--- src/rtl/ioc_spi_master.sv ---
// ioc_spi_master: SPI mode-0 slave front end that turns each 16-bit host frame
// into exactly one fetch or load strobe on the internal IOC register bus.
module ioc_spi_master #(
    parameter int NUM_MODULES = 4
) (
    input  logic                     i_sys_clk,
    input  logic                     i_rst_b,
    input  logic                     i_spi_sck,
    input  logic                     i_spi_mosi,
    input  logic                     i_spi_cs_b,
    output logic                     o_spi_miso,
    output logic [4:0]               o_ioc,
    output logic [7:0]               o_data_out,
    input  logic [8*NUM_MODULES-1:0] i_rd_data,
    output logic [NUM_MODULES-1:0]   o_cs,
    output logic                     o_fetch_cmd,
    output logic                     o_load_cmd,
    output logic                     o_busy,
    output logic [2:0]               o_state
);

    typedef enum logic [2:0] {
        IDLE    = 3'd0,
        CMD     = 3'd1,
        FETCH   = 3'd2,
        CAPTURE = 3'd3,
        DATA    = 3'd4,
        LOAD    = 3'd5,
        DONE    = 3'd6
    } state_t;

    state_t      state_q, state_d;
    logic [2:0]  sck_q;
    logic [1:0]  mosi_q;
    logic [2:0]  csb_q;
    logic [3:0]  cnt_q, cnt_d;
    logic [7:0]  rx_q, rx_d;
    logic [7:0]  tx_q, tx_d;
    logic        miso_q, miso_d;
    logic [4:0]  ioc_q, ioc_d;
    logic [7:0]  dout_q, dout_d;
    logic        wr_q, wr_d;
    logic [1:0]  sel_q, sel_d;

    logic        sck_rise, sck_fall, cs_fall, csb_s, mosi_s, sel_ok;
    logic [7:0]  rx_shift, rd_byte;

    // Two flops of synchronisation, third SCK/CS_b stage feeds the edge detectors.
    always_ff @(posedge i_sys_clk or negedge i_rst_b) begin
        if (!i_rst_b) begin
            sck_q  <= 3'b000;
            mosi_q <= 2'b00;
            csb_q  <= 3'b111;
        end else begin
            sck_q  <= {sck_q[1:0], i_spi_sck};
            mosi_q <= {mosi_q[0], i_spi_mosi};
            csb_q  <= {csb_q[1:0], i_spi_cs_b};
        end
    end

    assign sck_rise = sck_q[1] & ~sck_q[2];
    assign sck_fall = ~sck_q[1] & sck_q[2];
    assign cs_fall  = ~csb_q[1] & csb_q[2];
    assign csb_s    = csb_q[1];
    assign mosi_s   = mosi_q[1];
    assign rx_shift = {rx_q[6:0], mosi_s};
    assign sel_ok   = ({30'd0, sel_q} < 32'(NUM_MODULES));

    always_comb begin
        rd_byte = 8'h00;
        for (int k = 0; k < NUM_MODULES; k++) begin
            if (sel_q == 2'(k)) rd_byte = i_rd_data[8*k +: 8];
        end
    end

    always_ff @(posedge i_sys_clk or negedge i_rst_b) begin
        if (!i_rst_b) begin
            state_q <= IDLE;
            cnt_q   <= 4'd0;
            rx_q    <= 8'h00;
            tx_q    <= 8'h00;
            miso_q  <= 1'b0;
            ioc_q   <= 5'd0;
            dout_q  <= 8'h00;
            wr_q    <= 1'b0;
            sel_q   <= 2'd0;
        end else begin
            state_q <= state_d;
            cnt_q   <= cnt_d;
            rx_q    <= rx_d;
            tx_q    <= tx_d;
            miso_q  <= miso_d;
            ioc_q   <= ioc_d;
            dout_q  <= dout_d;
            wr_q    <= wr_d;
            sel_q   <= sel_d;
        end
    end

    always_comb begin
        state_d = state_q;
        cnt_d   = cnt_q;
        rx_d    = rx_q;
        tx_d    = tx_q;
        miso_d  = miso_q;
        ioc_d   = ioc_q;
        dout_d  = dout_q;
        wr_d    = wr_q;
        sel_d   = sel_q;
        case (state_q)
            IDLE: begin
                cnt_d  = 4'd0;
                miso_d = 1'b0;
                if (cs_fall) state_d = CMD;
            end
            CMD: begin
                if (sck_rise) begin
                    rx_d  = rx_shift;
                    cnt_d = cnt_q + 4'd1;
                    if (cnt_q == 4'd7) begin
                        wr_d    = rx_shift[7];
                        sel_d   = rx_shift[6:5];
                        ioc_d   = rx_shift[4:0];
                        state_d = rx_shift[7] ? DATA : FETCH;
                    end
                end
            end
            FETCH: state_d = CAPTURE;
            CAPTURE: begin
                tx_d    = rd_byte;
                miso_d  = rd_byte[7];
                state_d = DATA;
            end
            DATA: begin
                if (sck_rise) begin
                    rx_d  = rx_shift;
                    cnt_d = cnt_q + 4'd1;
                    if (cnt_q == 4'd15) begin
                        if (wr_q) begin
                            state_d = LOAD;
                            if (sel_ok) dout_d = rx_shift;
                        end else begin
                            state_d = DONE;
                            miso_d  = 1'b0;
                        end
                    end
                // The falling edge that ends the command byte must keep bit7 on the line.
                end else if (sck_fall && !wr_q && cnt_q > 4'd8) begin
                    tx_d   = {tx_q[6:0], 1'b0};
                    miso_d = tx_q[6];
                end
            end
            LOAD: state_d = DONE;
            DONE: begin
                miso_d = 1'b0;
                if (csb_s) state_d = IDLE;
            end
            default: state_d = IDLE;
        endcase
        if (csb_s && (state_q inside {CMD, FETCH, CAPTURE, DATA, LOAD})) begin
            state_d = IDLE;
            cnt_d   = 4'd0;
            miso_d  = 1'b0;
        end
    end

    always_comb begin
        o_cs = '0;
        if (state_q == FETCH || state_q == LOAD) begin
            for (int k = 0; k < NUM_MODULES; k++) begin
                if (sel_q == 2'(k)) o_cs[k] = 1'b1;
            end
        end
    end

    assign o_fetch_cmd = (state_q == FETCH) && sel_ok;
    assign o_load_cmd  = (state_q == LOAD) && sel_ok;
    assign o_spi_miso  = miso_q;
    assign o_ioc       = ioc_q;
    assign o_data_out  = dout_q;
    assign o_busy      = (state_q != IDLE);
    assign o_state     = state_q;

endmodule

--- config.mk ---
export PLATFORM = sky130hd
export DESIGN_NAME = ioc_spi_master
export DESIGN_NICKNAME = d
export VERILOG_FILES = /design/src/rtl/ioc_spi_master.sv
export SDC_FILE = /design/constraint.sdc
export NUM_CORES = 1
export LEC_CHECK = 0
export BUFFER_PORTS_ARGS = -buffer_cell sky130_fd_sc_hd__buf_2
export CAP_MARGIN = 20
export CORE_ASPECT_RATIO = 1.75
export CORE_MARGIN = 5
export CORE_UTILIZATION = 45
export CTS_BUF_LIST = sky130_fd_sc_hd__clkbuf_2 sky130_fd_sc_hd__clkbuf_4 sky130_fd_sc_hd__clkbuf_8
export DETAILED_ROUTE_END_ITERATION = 10
export GPL_TIMING_DRIVEN = 0
export PLACE_DENSITY = 0.75
export RECOVER_POWER = 100
export SYNTH_ARGS = -nofsm -noshare
export SYNTH_HDL_FRONTEND = slang
export SYNTH_SLANG_ARGS = --single-unit
--- constraint.sdc ---
create_clock -name i_sys_clk -period 1.8 [get_ports i_sys_clk]
set_input_delay 0.45 -clock i_sys_clk [delete_from_list [all_inputs] [get_ports i_sys_clk]]
set_output_delay 0.45 -clock i_sys_clk [all_outputs]
set_load 0.005 [all_outputs]
; Word level (Yosys, flattened, before mapping)
; Cells that the tools add are included.
[op_classes]
add_sub_neg = 1
n_lt_le_gt_ge = 1
n_eq_ne = 23
n_mux = 31
bitwise = 6
reduce_logical = 21
[ops]
columns = cell, count
row1 = 8-bit 2-to-1 mux, 4
row2 = 3-bit 2-to-1 mux, 8
row3 = 3-bit case mux with 7 select lines, 1
row4 = 7-bit 2-to-1 mux, 2
row5 = 7-bit case mux with 2 select lines, 1
row6 = 4-bit 2-to-1 mux, 3
row7 = 3-bit by 2-bit != test with 1-bit output (second input constant), 4
row8 = 4-bit by 3-bit != test with 1-bit output (second input constant), 3
row9 = 3-bit equality test (second input constant), 3
row10 = 1-bit 2-to-1 mux, 9
row11 = 4-bit case mux with 2 select lines, 1
row12 = 4-bit AND reduction, 2
row13 = 3-bit by 2-bit equality test with 1-bit output (second input constant), 2
row14 = 3-bit != test (second input constant), 2
row15 = 3-bit AND reduction, 2
row16 = 6-bit AND reduction, 1
row17 = 3-bit nonzero test, 2
row18 = 5-bit nonzero test, 1
row19 = 4-bit by 1-bit adder with 4-bit output (second input constant), 1
row20 = 2-bit equality test (second input constant), 2
row21 = 4-bit by 3-bit equality test with 1-bit output (second input constant), 1
row22 = 4-bit equality test (second input constant), 1
row23 = 4-bit greater-than comparator (second input constant), 1
row24 = 2-bit != test (second input constant), 2
row25 = other kinds (16), 24
[totals]
ff_bits = 46
output_inout_bits = 24

; Logic depth before layout (Yosys ltp)
; Gate-level depths: netlist of the first run.
[logic_depth]
word_depth = 8
mapped_depth = 8

; Least setup slack after synthesis of the first run
; OpenSTA, ideal clock, no wires.
[synth_path]
path_kind = register -> output
from = reg state_q[2], in the netlist o_state[2]
to = out o_cs[3]
arrival_ns = 1.282
required_time_ns = 1.350
setup_slack_ns = 0.068
stages_incl_launch_ff = 6
path_buffers = 1
path_cell_list = dfrtp_1 clkbuf_1 nand2b_1 nor2_1 nor2_1 and3b_1
[synth_via]
elab_chain_cells = 3
[synth_lines]
columns = item, line
row1 = "start, declared", 32  ; state_t state_q, state_d;
row2 = "start signal, assigned", 88  ; state_q <= state_d;
row3 = 3-bit by 2-bit equality test with 1-bit output, n/a
row4 = net o_fetch_cmd, 16  ; output logic o_fetch_cmd,
row5 = 1-bit logical OR, 169  ; if (state_q == FETCH || state_q == LOAD) begin
row6 = 4-bit 2-to-1 mux, 169
row7 = "end, declared", 15  ; output logic [NUM_MODULES-1:0] o_cs,
; The timed path passes the listed nets, and every way through them passes these cells.

; Worst setup path in the final report of the first run
[layout_path]
from = reg state_q[1], in the netlist o_state[1]
to = out o_cs[3]
[layout_via]
elab_chain_cells = 3
[layout_lines]
columns = item, line
row1 = 3-bit by 2-bit equality test with 1-bit output or 3-bit equality test (tied branches), 169
row2 = 1-bit logical OR (*), 169
row3 = 4-bit 2-to-1 mux (*), 169
; Mark *: on every way between the ends. The rest lies on a longest branch, timed or not.

==> results of run 1 <==
-- path summary, 6_finish.rpt --
check / endpoint / slack [ps] / cells past startpoint
min: csb_q[0] / 240 / 1
max in group asynchronous: csb_q[2] / 770 / 3
max: o_cs[3] / -210 / 7
min reg2reg: sck_q[1] / 350 / 0
max reg2reg: o_state[1] / -40 / 8
min in group asynchronous: cnt_q[3] / 530 / 2
-- report_power, final --
group,switching [W],internal [W],leakage [nW]
combinational,0.000732,0.000713,0.837
sequential,0.000145,0.00124,0.595
clock,0.000345,0.000592,0.0714
-- per-layer routing --
metal,track usage (%),vias up,share of wire (%)
li1,-,859,-
met3,3.44,25,3.8
met2,31.4,63,57
met4,9.36,0,4.5
met5,0,-,0
met1,20.1,917,35
-- stage by stage --
stage | worst slack [ps] | instances | hold WS (ps) | util, % | cell area (sq um)
global route | -293 | 327 | 224 | 62.7 | 3120
finish | -210 | 327 | 243 | 62.7 | 3120
detailed placement | -370 | 304 | 335 | 53.7 | 2670
global placement | -333 | 304 | 333 | 53.7 | 2670
floorplan | 67.8 | 190 | 154 | - | 2300
CTS | -198 | 322 | 234 | 60.2 | 3000
-- cells by family after synthesis --
logic type / share of synthesized area (%)
simple gates: 12.7
compound gates: 10.5
mux: 21.1
fa+ha+maj: 1.52
xor+xnor: 0.380
flops: 50.1
buf+inv: 3.64
-- cells in the final DEF, fill, tap and decap left out, drive strengths merged, types with 7 or more instances in the layout --
master / count
buf: 80
dfrtp: 43
mux2: 21
nand2: 15
o21ai: 15
clkbuf: 9
mux4: 8
inv: 8
nor2: 8
mux2i: 7
nand3: 7
-- critical path: stages, from the launching register on --
cell and delay [ps]:
dfrtp_1 400, buf_6 140, buf_12 120, nand2b_4 70, nor2_4 50, nor2_4 160, and3b_1 200, buf_2 120
-- what timing repair did --
item | CTS | global route
pin swaps | 8 | 8
buffers inserted | 10 | 3
setup endpoints to repair | 10 | 34
hold buffers | 0 | 1
gates resized for setup | 24 | 11
hold endpoints to repair | 0 | 5
-- area by class of cell --
class | count | area share [%]
Timing Repair Buffer | 75 | 14.9
Multi-Input combinational cell | 127 | 37.9
Tap cell | 54 | 2.16
Inverter | 8 | 1.04
Clock inverter | 2 | 1.92
Sequential cell | 46 | 37.0
Buffer | 9 | 2.36
Clock buffer | 6 | 2.65
-- sequential cells by signal, indices dropped and copies added, names as in the netlist --
signal and cells:
rx_q 7, wr_q 1, o_state 3, o_spi_miso 1, sck_q 3, mosi_q 2, cnt_q 4, o_data_out 8
csb_q 3, o_ioc 5, tx_q 7, sel_q 2
==> impl_metrics.csv, run 1 <==
group,metric,value,unit
floorplan,start_util,46.3,%
setup_path,arrival,1560,ps
yosys,ys_ff_latch,46,
yosys,yosysMostFrequentCell,"dfrtp_1",
global_route,antenna_found_initial,0,
sta,min_period,2010,ps
finish,seq_area,1160,sq um
drt,dr.pass1.iters,4,
sta,final-max-slew-violation-count,0,
status,violations,"setup timing",
placement,dp_hpwl,4050,um
sta,final.setup_skew,17.6,ps
yosys,syn_nets,229,
sta,tightest_slew,302,ps
clock_tree,clock_latency,300,ps
drt,drt_iter0_drc,56,
clock_tree,clk_pin_slew_worst_paths,80,ps
sta,fmaxAchievable,0.497,GHz
floorplan,dieArea,6710,sq um
sta,period_share,112,%
power,p_leak,1.50,nW
finish,drive_above_1_share,48.4,%
finish,antenna_cells,0,
floorplan,die_height,105,um
floorplan,num_rows,34,
global_route,grt_use_total,18.0,%
setup_path,worstSetupEndpointType,"output port",
yosys,synth.avg_cell_area,12.1,sq um
floorplan,io_pins,61,
setup_path,cp-start-kind,"register",
global_route,grt_pass1_wl,9650,um
hold_path,min_from,"i_spi_cs_b",
yosys,yosysSeqAreaShare,50.1,%
floorplan,core,4980,sq um
yosys,async_flop_share,100,%
global_route,grt_max_degree,47,
yosys,yosys.area.top_type,"dfrtp_1",
yosys,synth_top_flop_cell,"dfrtp_1",
sta,finalSetupViolCount,13,
setup_path,crit_type,"register to output port",
placement,numPortBuffers,60,
power,totalPowerFinal,0.00376,W
finish,nFillCells,406,
setup_path,cp-startpoint,"o_state[1]",
drt,postRouteAntennaNets,0,
sta,slew_headroom,79.8,%
sta,rsz0062_at_grt,"true",
yosys,postSynthCellCount,190,
setup_path,reg2reg_from,"o_state[1]",
finish,nNetsFinal,311,
drt,vias_per_cell,5.70,
finish,multi_input_area,1180,sq um
yosys,synth-edff-count,0,
sta,tns,-1180,ps
sta,timing.final.hold_violations,0,
clock_tree,clock-root-buffer,"clkbuf_8",
yosys,synth_area_leaders,"dfrtp_1 47%, mux4_2 7.8%, mux2_1 7.3%",
clock_tree,cts_made_buffers,5,
clock_tree,cts_num_sinks,46,
global_route,overflow,0,
global_route,grt_pass1_vias,2022,
status,status,"finished with violations",
sta,setup_ws,-210,ps
setup_path,worst_ep_required_time,1350,ps
run,cap_violations,0,
placement,place_congestion,0.873,
drt,drc_errors,0,
yosys,synth_top_area_share,46.7,%
setup_path,crit_fanout,4,
yosys,ys_warn_count,0,
power,ir_drop,953,uV
clock_tree,cts_buffer_depth,2,
clock_tree,cts_max_level,2,
clock_tree,cts_tree,"built",
yosys,ys_types,50,
yosys,synth_commonest_cells,"43 x dfrtp_1, 15 x mux2_1, 15 x nand2_1, 13 x o21ai_0, 8 x mux4_2",
finish,area_growth,35.5,%
drt,avgRoutedWirePerCell,17.7,um
drt,routed_wirelength,5790,um
floorplan,die_x,64.1,um
yosys,synthesis.area,2300,sq um
hold_path,hold_class,"input port to register",
power,power.density,1210,nW/um^2
drt,num_vias,1864,
No activity file was read; power rests on OpenSTA's default activity.
==> run 2, diff against run 1 <==
--- a/config.mk
+++ b/config.mk
@@ -8,7 +8,6 @@
 export BUFFER_PORTS_ARGS = -buffer_cell sky130_fd_sc_hd__buf_2
 export CAP_MARGIN = 20
 export CORE_ASPECT_RATIO = 1.75
-export CORE_MARGIN = 5
 export CORE_UTILIZATION = 45
 export CTS_BUF_LIST = sky130_fd_sc_hd__clkbuf_2 sky130_fd_sc_hd__clkbuf_4 sky130_fd_sc_hd__clkbuf_8
 export DETAILED_ROUTE_END_ITERATION = 10
==> run 2 against run 1 <==
The run still ends with setup timing left; critical path type unchanged; largest power group unchanged; setup slack improved by 2.9 ps; die area decreased by 19%; register-to-register slack got worse by 60 ps; flip-flop and latch count unchanged; wire length fell by 7.5%; global-route usage increased by 1.5 points.
==> impl_metrics.csv, run 2 (synthesis gave the netlist of run 1 again) <==
group,metric,value,unit
drt,num_vias,1844,
drt,dr.pass1.iters,4,
power,power.density,1140,nW/um^2
finish,nNetsFinal,315,
drt,avgRoutedWirePerCell,16.2,um
sta,final-max-slew-violation-count,0,
setup_path,worstPathCellList,"buf_6 > inv_6 > and3_4 > nor2_4 > and3b_1 > buf_2",
finish,mostFrequentLayoutCell,"buf_2",
sta,tns,-842,ps
global_route,antenna_found_initial,0,
global_route,grt_use_total,19.5,%
clock_tree,clock_latency,300,ps
finish,drive_above_1_share,48.7,%
power,p_leak,1.49,nW
sta,timing.final.hold_violations,0,
setup_path,crit_fanout,5,
placement,numPortBuffers,60,
setup_path,arrival,1560,ps
setup_path,timing.reg2reg.setup_slack,-100,ps
clock_tree,cts_max_level,2,
floorplan,die_height,96.6,um
clock_tree,clock-root-buffer,"clkbuf_8",
setup_path,worstSetupEndpointType,"output port",
sta,rsz0062_at_grt,"true",
clock_tree,cts_made_buffers,5,
sta,slew_headroom,65.0,%
sta,setup_ws,-207,ps
clock_tree,cts_buffer_depth,2,
floorplan,core,4930,sq um
drt,drt_iter0_drc,40,
finish,largest_reg_flops,8,
global_route,overflow,0,
floorplan,io_pins,61,
finish,antenna_cells,0,
setup_path,cp-start-kind,"register",
global_route,grt_pass1_wl,8250,um
floorplan,start_util,46.7,%
status,status,"finished with violations",
drt,postRouteAntennaNets,0,
clock_tree,cts_num_sinks,46,
finish,layout.cells.non_filler,331,
drt,drc_errors,0,
floorplan,die_x,56.1,um
global_route,grt_max_degree,47,
sta,fmaxAchievable,0.498,GHz
sta,finalSetupViolCount,8,
setup_path,crit_path_max_incr_delay,390,ps
run,cap_violations,0,
hold_path,hold_class,"input port to register",
placement,dp_hpwl,3670,um
placement,place_congestion,0.881,
placement,dp_cells,304,
floorplan,num_rows,34,
power,ir_drop,898,uV
sta,min_period,2010,ps
finish,final_util,62.9,%
drt,vias_per_cell,5.57,
clock_tree,cts_tree,"built",
status,violations,"setup timing",
sta,period_share,112,%
setup_path,worst_ep_required_time,1350,ps
drt,routed_wirelength,5350,um
floorplan,dieArea,5420,sq um
global_route,grt_pass1_vias,1797,
sta,final.setup_skew,8.66,ps
clock_tree,clk_pin_slew_worst_paths,100,ps
finish,area_growth,34.8,%
sta,tightest_slew,525,ps
setup_path,crit_slowest_cell,"dfrtp_1",
finish,final_cell_mix,"58 x buf_2, 42 x dfrtp_1, 15 x buf_4, 15 x nand2_1, 15 x mux2_1",
setup_path,crit_type,"register to output port",
==> run 2: cell count changes in the layout (fill, tap and decap cells not counted), moves of 2 or more <==
cell | before | now
inv_6 | 0 | 2
buf_2 | 61 | 58
buf_4 | 11 | 15
clkbuf_8 | 7 | 5
bufinv_16 | 2 | 0
buf_12 | 3 | 1
clkbuf_1 | 0 | 3
o21ai_1 | 4 | 2
==> run 2: power by group <==
group / internal, W / leakage (nW) / switching, W
registers: 0.00123 / 0.595 / 0.000158
clock network: 0.000288 / 0.0467 / 0.000393
logic: 0.000747 / 0.845 / 0.000708
total: 0.00227 / 1.49 / 0.00126
==> run 2: routing by layer <==
metal,share of wire (%),vias up,global-route usage (%)
met4,2.8,0,9.57
met2,56,43,35.0
met5,0,-,0
met1,39,924,21.4
met3,3.0,15,3.88
li1,-,862,-
==> run 2: path summary, 6_finish.rpt <==
check,startpoint,end,depth (start not counted)
min in group asynchronous,i_rst_b,cnt_q[3],2
setup / recovery,o_state[1],o_cs[3],6
hold reg to reg,sck_q[0],sck_q[1],0
setup reg to reg,o_state[1],o_state[2],7
max in group asynchronous,i_rst_b,o_state[2],3
hold / removal,i_spi_cs_b,csb_q[0],1
==> run 2: critical path, delay by kind of cell, from the launching register on <==
kind,cells,cell delay (ps)
flip-flops,1,390
buffers and inverters,3,310
AND/OR/NAND/NOR,3,540
==> run 2: per-stage QoR <==
stage	cell area [sq um]	power, W	worst slack [ps]	hold slack [ps]
6_report	3100	0.00353	-207	242
5_1_grt	3100	0.00372	-259	227
4_1_cts	2910	0.00334	-193	231
3_5_place_dp	2670	0.00241	-354	348
3_3_place_gp	2670	0.00238	-359	335
2_1_floorplan	2300	0.00209	67.8	154
==> run 2: layout make-up <==
cell class,count,area (sq um)
buffer,9,78.8
timing repair buffer,79,468
fill,399,1830
multi-input combinational,127,1200
clock inverter,3,27.5
inverter,8,35.0
tap,54,67.6
sequential,46,1160
clock buffer,5,68.8
==> run 2: timing repair <==
item	4_1_cts	5_1_grt
pin swaps	4	11
cloned	0	0
endpoints found under the hold margin	0	4
hold buffers	0	1
endpoints found under the setup margin	8	23
gates resized for setup	19	22
setup buffers	9	8
==> run 3, diff against run 2 <==
--- a/config.mk
+++ b/config.mk
@@ -8,6 +8,7 @@
 export BUFFER_PORTS_ARGS = -buffer_cell sky130_fd_sc_hd__buf_2
 export CAP_MARGIN = 20
 export CORE_ASPECT_RATIO = 1.75
+export CORE_MARGIN = 5
 export CORE_UTILIZATION = 45
 export CTS_BUF_LIST = sky130_fd_sc_hd__clkbuf_2 sky130_fd_sc_hd__clkbuf_4 sky130_fd_sc_hd__clkbuf_8
 export DETAILED_ROUTE_END_ITERATION = 10
==> constraint.sdc (replaced) <==
create_clock -name i_sys_clk -period 1.8 [get_ports i_sys_clk]
set_input_delay 0.45 -clock i_sys_clk [delete_from_list [all_inputs] [get_ports i_sys_clk]]
set_output_delay 0.45 -clock i_sys_clk [all_outputs]
set_load 0.05 [all_outputs]
==> run 3 against run 2 <==
The run still ends with setup timing left; utilization increased by 0.77 points; global-route usage shrank 1.3 points; critical path depth down 1; final cell count unchanged; clock power shrank 4.1%; first-iteration DRC count rose by 68%; wire length is 7.6% higher; register-to-register slack improved by 20 ps; sequential power about the same; count of clock-buffer cells in the layout unchanged; total power is 9.7% higher; critical path type unchanged; critical endpoint unchanged; largest cell class unchanged; largest power group unchanged.
==> impl_metrics.csv, run 3 (synthesis gave the netlist of run 1 again) <==
group,metric,value,unit
clock_tree,cts_max_level,2,
status,status,"finished with violations",
power,p_leak,1.42,nW
finish,design_area,3170,sq um
power,power.density,1220,nW/um^2
setup_path,reg2reg_from,"o_state[2]",
setup_path,arrival,1630,ps
setup_path,r2r_end,"rx_q[0]",
finish,area_growth,37.6,%
sta,setup_ws,-277,ps
floorplan,io_pins,61,
drt,avgRoutedWirePerCell,17.4,um
drt,drc_errors,0,
finish,antenna_cells,0,
floorplan,core,4980,sq um
finish,mostFrequentLayoutCell,"dfrtp_1",
clock_tree,clk_pin_slew_worst_paths,100,ps
sta,timing.final.hold_violations,0,
hold_path,min_from,"i_spi_cs_b",
setup_path,crit_slowest_cell,"dfrtp_2",
drt,dr.pass1.iters,4,
finish,final_cell_mix,"40 x dfrtp_1, 37 x buf_2, 15 x nand2_1, 15 x clkbuf_1, 15 x mux2_1",
sta,rsz0062_at_grt,"true",
drt,routed.top_layer,"met4",
run,cap_violations,0,
floorplan,start_util,46.3,%
sta,period_share,115,%
global_route,antenna_found_initial,0,
hold_path,hold_class,"input port to register",
placement,place_congestion,0.862,
sta,tightest_slew,612,ps
sta,fmaxAchievable,0.481,GHz
setup_path,cp-start-kind,"register",
drt,drt_iter0_drc,67,
drt,postRouteAntennaNets,0,
global_route,overflow,0,
placement,numPortBuffers,60,
floorplan,die_height,105,um
power,combPwrFrac,47.1,%
clock_tree,cts_buffer_depth,2,
placement,placed_area,2740,sq um
power,p_clk_share,16.9,%
finish,largest_reg_flops,8,
drt,route.met3.wl,242,um
hold_path,hold_path_end,"csb_q[0]",
clock_tree,cts_tree,"built",
finish,nFillCells,399,
clock_tree,clock_latency,300,ps
sta,slew_headroom,59.4,%
power,swShare,39.4,%
floorplan,dieArea,6710,sq um
power,sequentialPowerShare,36.1,%
drt,wl_met1,2030,um
drt,routed_wirelength,5760,um
drt,vias_per_cell,5.68,
setup_path,crit_fanout,4,
setup_path,timing.reg2reg.setup_slack,-80,ps
placement,dp_hpwl,4100,um
sta,min_period,2080,ps
setup_path,crit_path_max_incr_delay,430,ps
floorplan,num_rows,34,
finish,drive_above_1_share,45.1,%
sta,finalSetupViolCount,15,
global_route,grt_pass1_vias,2055,
floorplan,die_x,64.1,um
power,ir_drop,908,uV
global_route,grt_pass1_wl,9800,um
global_route,grt_max_degree,47,
setup_path,crit_type,"register to output port",
setup_path,worst_ep_required_time,1350,ps
global_route,grt_use_total,18.2,%
power,totalPowerFinal,0.00387,W
sta,final-max-slew-violation-count,0,
sta,final.setup_skew,11.2,ps
setup_path,path_common_cell,"buf_8",
setup_path,worstPathCellList,"buf_8 > and3_4 > nor2_4 > and3b_2 > buf_8",
drt,num_vias,1879,
clock_tree,clock-root-buffer,"clkbuf_8",
hold_path,hold-path-cell-count,1,
drt,dr_wl_met2,3270,um
power,switching_power,0.00152,W
clock_tree,cts_num_sinks,46,
setup_path,worstSetupEndpointType,"output port",
clock_tree,cts_made_buffers,5,
power,internal_power,0.00235,W
status,violations,"setup timing",
setup_path,reg2reg_depth,5,
finish,nNetsFinal,315,
==> run 3: cell count changes in the layout (fill, tap and decap cells not counted), moves of 3 or more <==
cell	change
buf_8	+5
clkbuf_1	+12
buf_2	-21
clkbuf_2	+3
buf_6	+5
buf_4	-6
==> run 3: power by group through the flow <==
stage	clock network (W)	registers, W	logic [W]
after CTS	0.000677	0.00139	0.00171
after floorplan	0	0.00149	0.000914
after global routing	0.000720	0.00142	0.00195
after detailed placement	0	0.00143	0.00132
final	0.000654	0.00140	0.00182
after global placement	0	0.00142	0.00129
==> run 3: what timing repair did <==
item	4_1_cts	5_1_grt
hold buffers	0	1
hold endpoints to repair	0	1
buffers inserted	10	6
setup endpoints to repair	16	34
pin swaps	11	5
cloned	0	1
resized for setup	42	12
==> run 3: per-layer routing <==
layer  GRT usage, %  up-vias
met4           8.92        0
li1               -      870
met3           3.54       20
met2           32.5       50
met5              0        -
met1           19.8      939
==> run 3: cell type report <==
class	count	area, sq um	share of cell area [%]
sequential	46	1160	36.6
inverter	8	35.0	1.11
buffer	9	81.3	2.57
tap	54	67.6	2.13
clock buffer	5	68.8	2.17
timing repair buffer	78	514	16.2
clock inverter	3	25.0	0.790
multi-input combinational	128	1220	38.5
==> run 3: critical path: cells and delay by family, from the launching register on <==
kind                   cells  cell delay [ps]
flip-flops                 1              430
buffers and inverters      2              280
AND/OR/NAND/NOR            3              620
==> run 3: worst max path at each step <==
stage                     from       to  slack [ps]  cells past startpoint
floorplan           o_state[2]  o_cs[1]        -480                      5
global placement    o_state[2]  o_cs[3]        -190                      5
detailed placement  o_state[2]  o_cs[3]        -190                      5
CTS                 o_state[2]  o_cs[3]        -310                      5
global route        o_state[1]  o_cs[3]        -350                      6
finish              o_state[2]  o_cs[3]        -280                      5
==> run 3: stage by stage <==
| step | std cells | hold slack [ps] | setup slack [ps] | utilization, % | TNS (ps) |
|---|---|---|---|---|---|
| after detailed placement | 304 | 341 | -194 | 55.1 | -705 |
| after CTS | 322 | 240 | -310 | 61.8 | -1390 |
| after floorplan | 190 | 154 | -477 | - | -3280 |
| final | 331 | 253 | -277 | 63.7 | -1900 |
| after global routing | 331 | 235 | -350 | 63.7 | -3750 |
| after global placement | 304 | 332 | -186 | 55.1 | -483 |
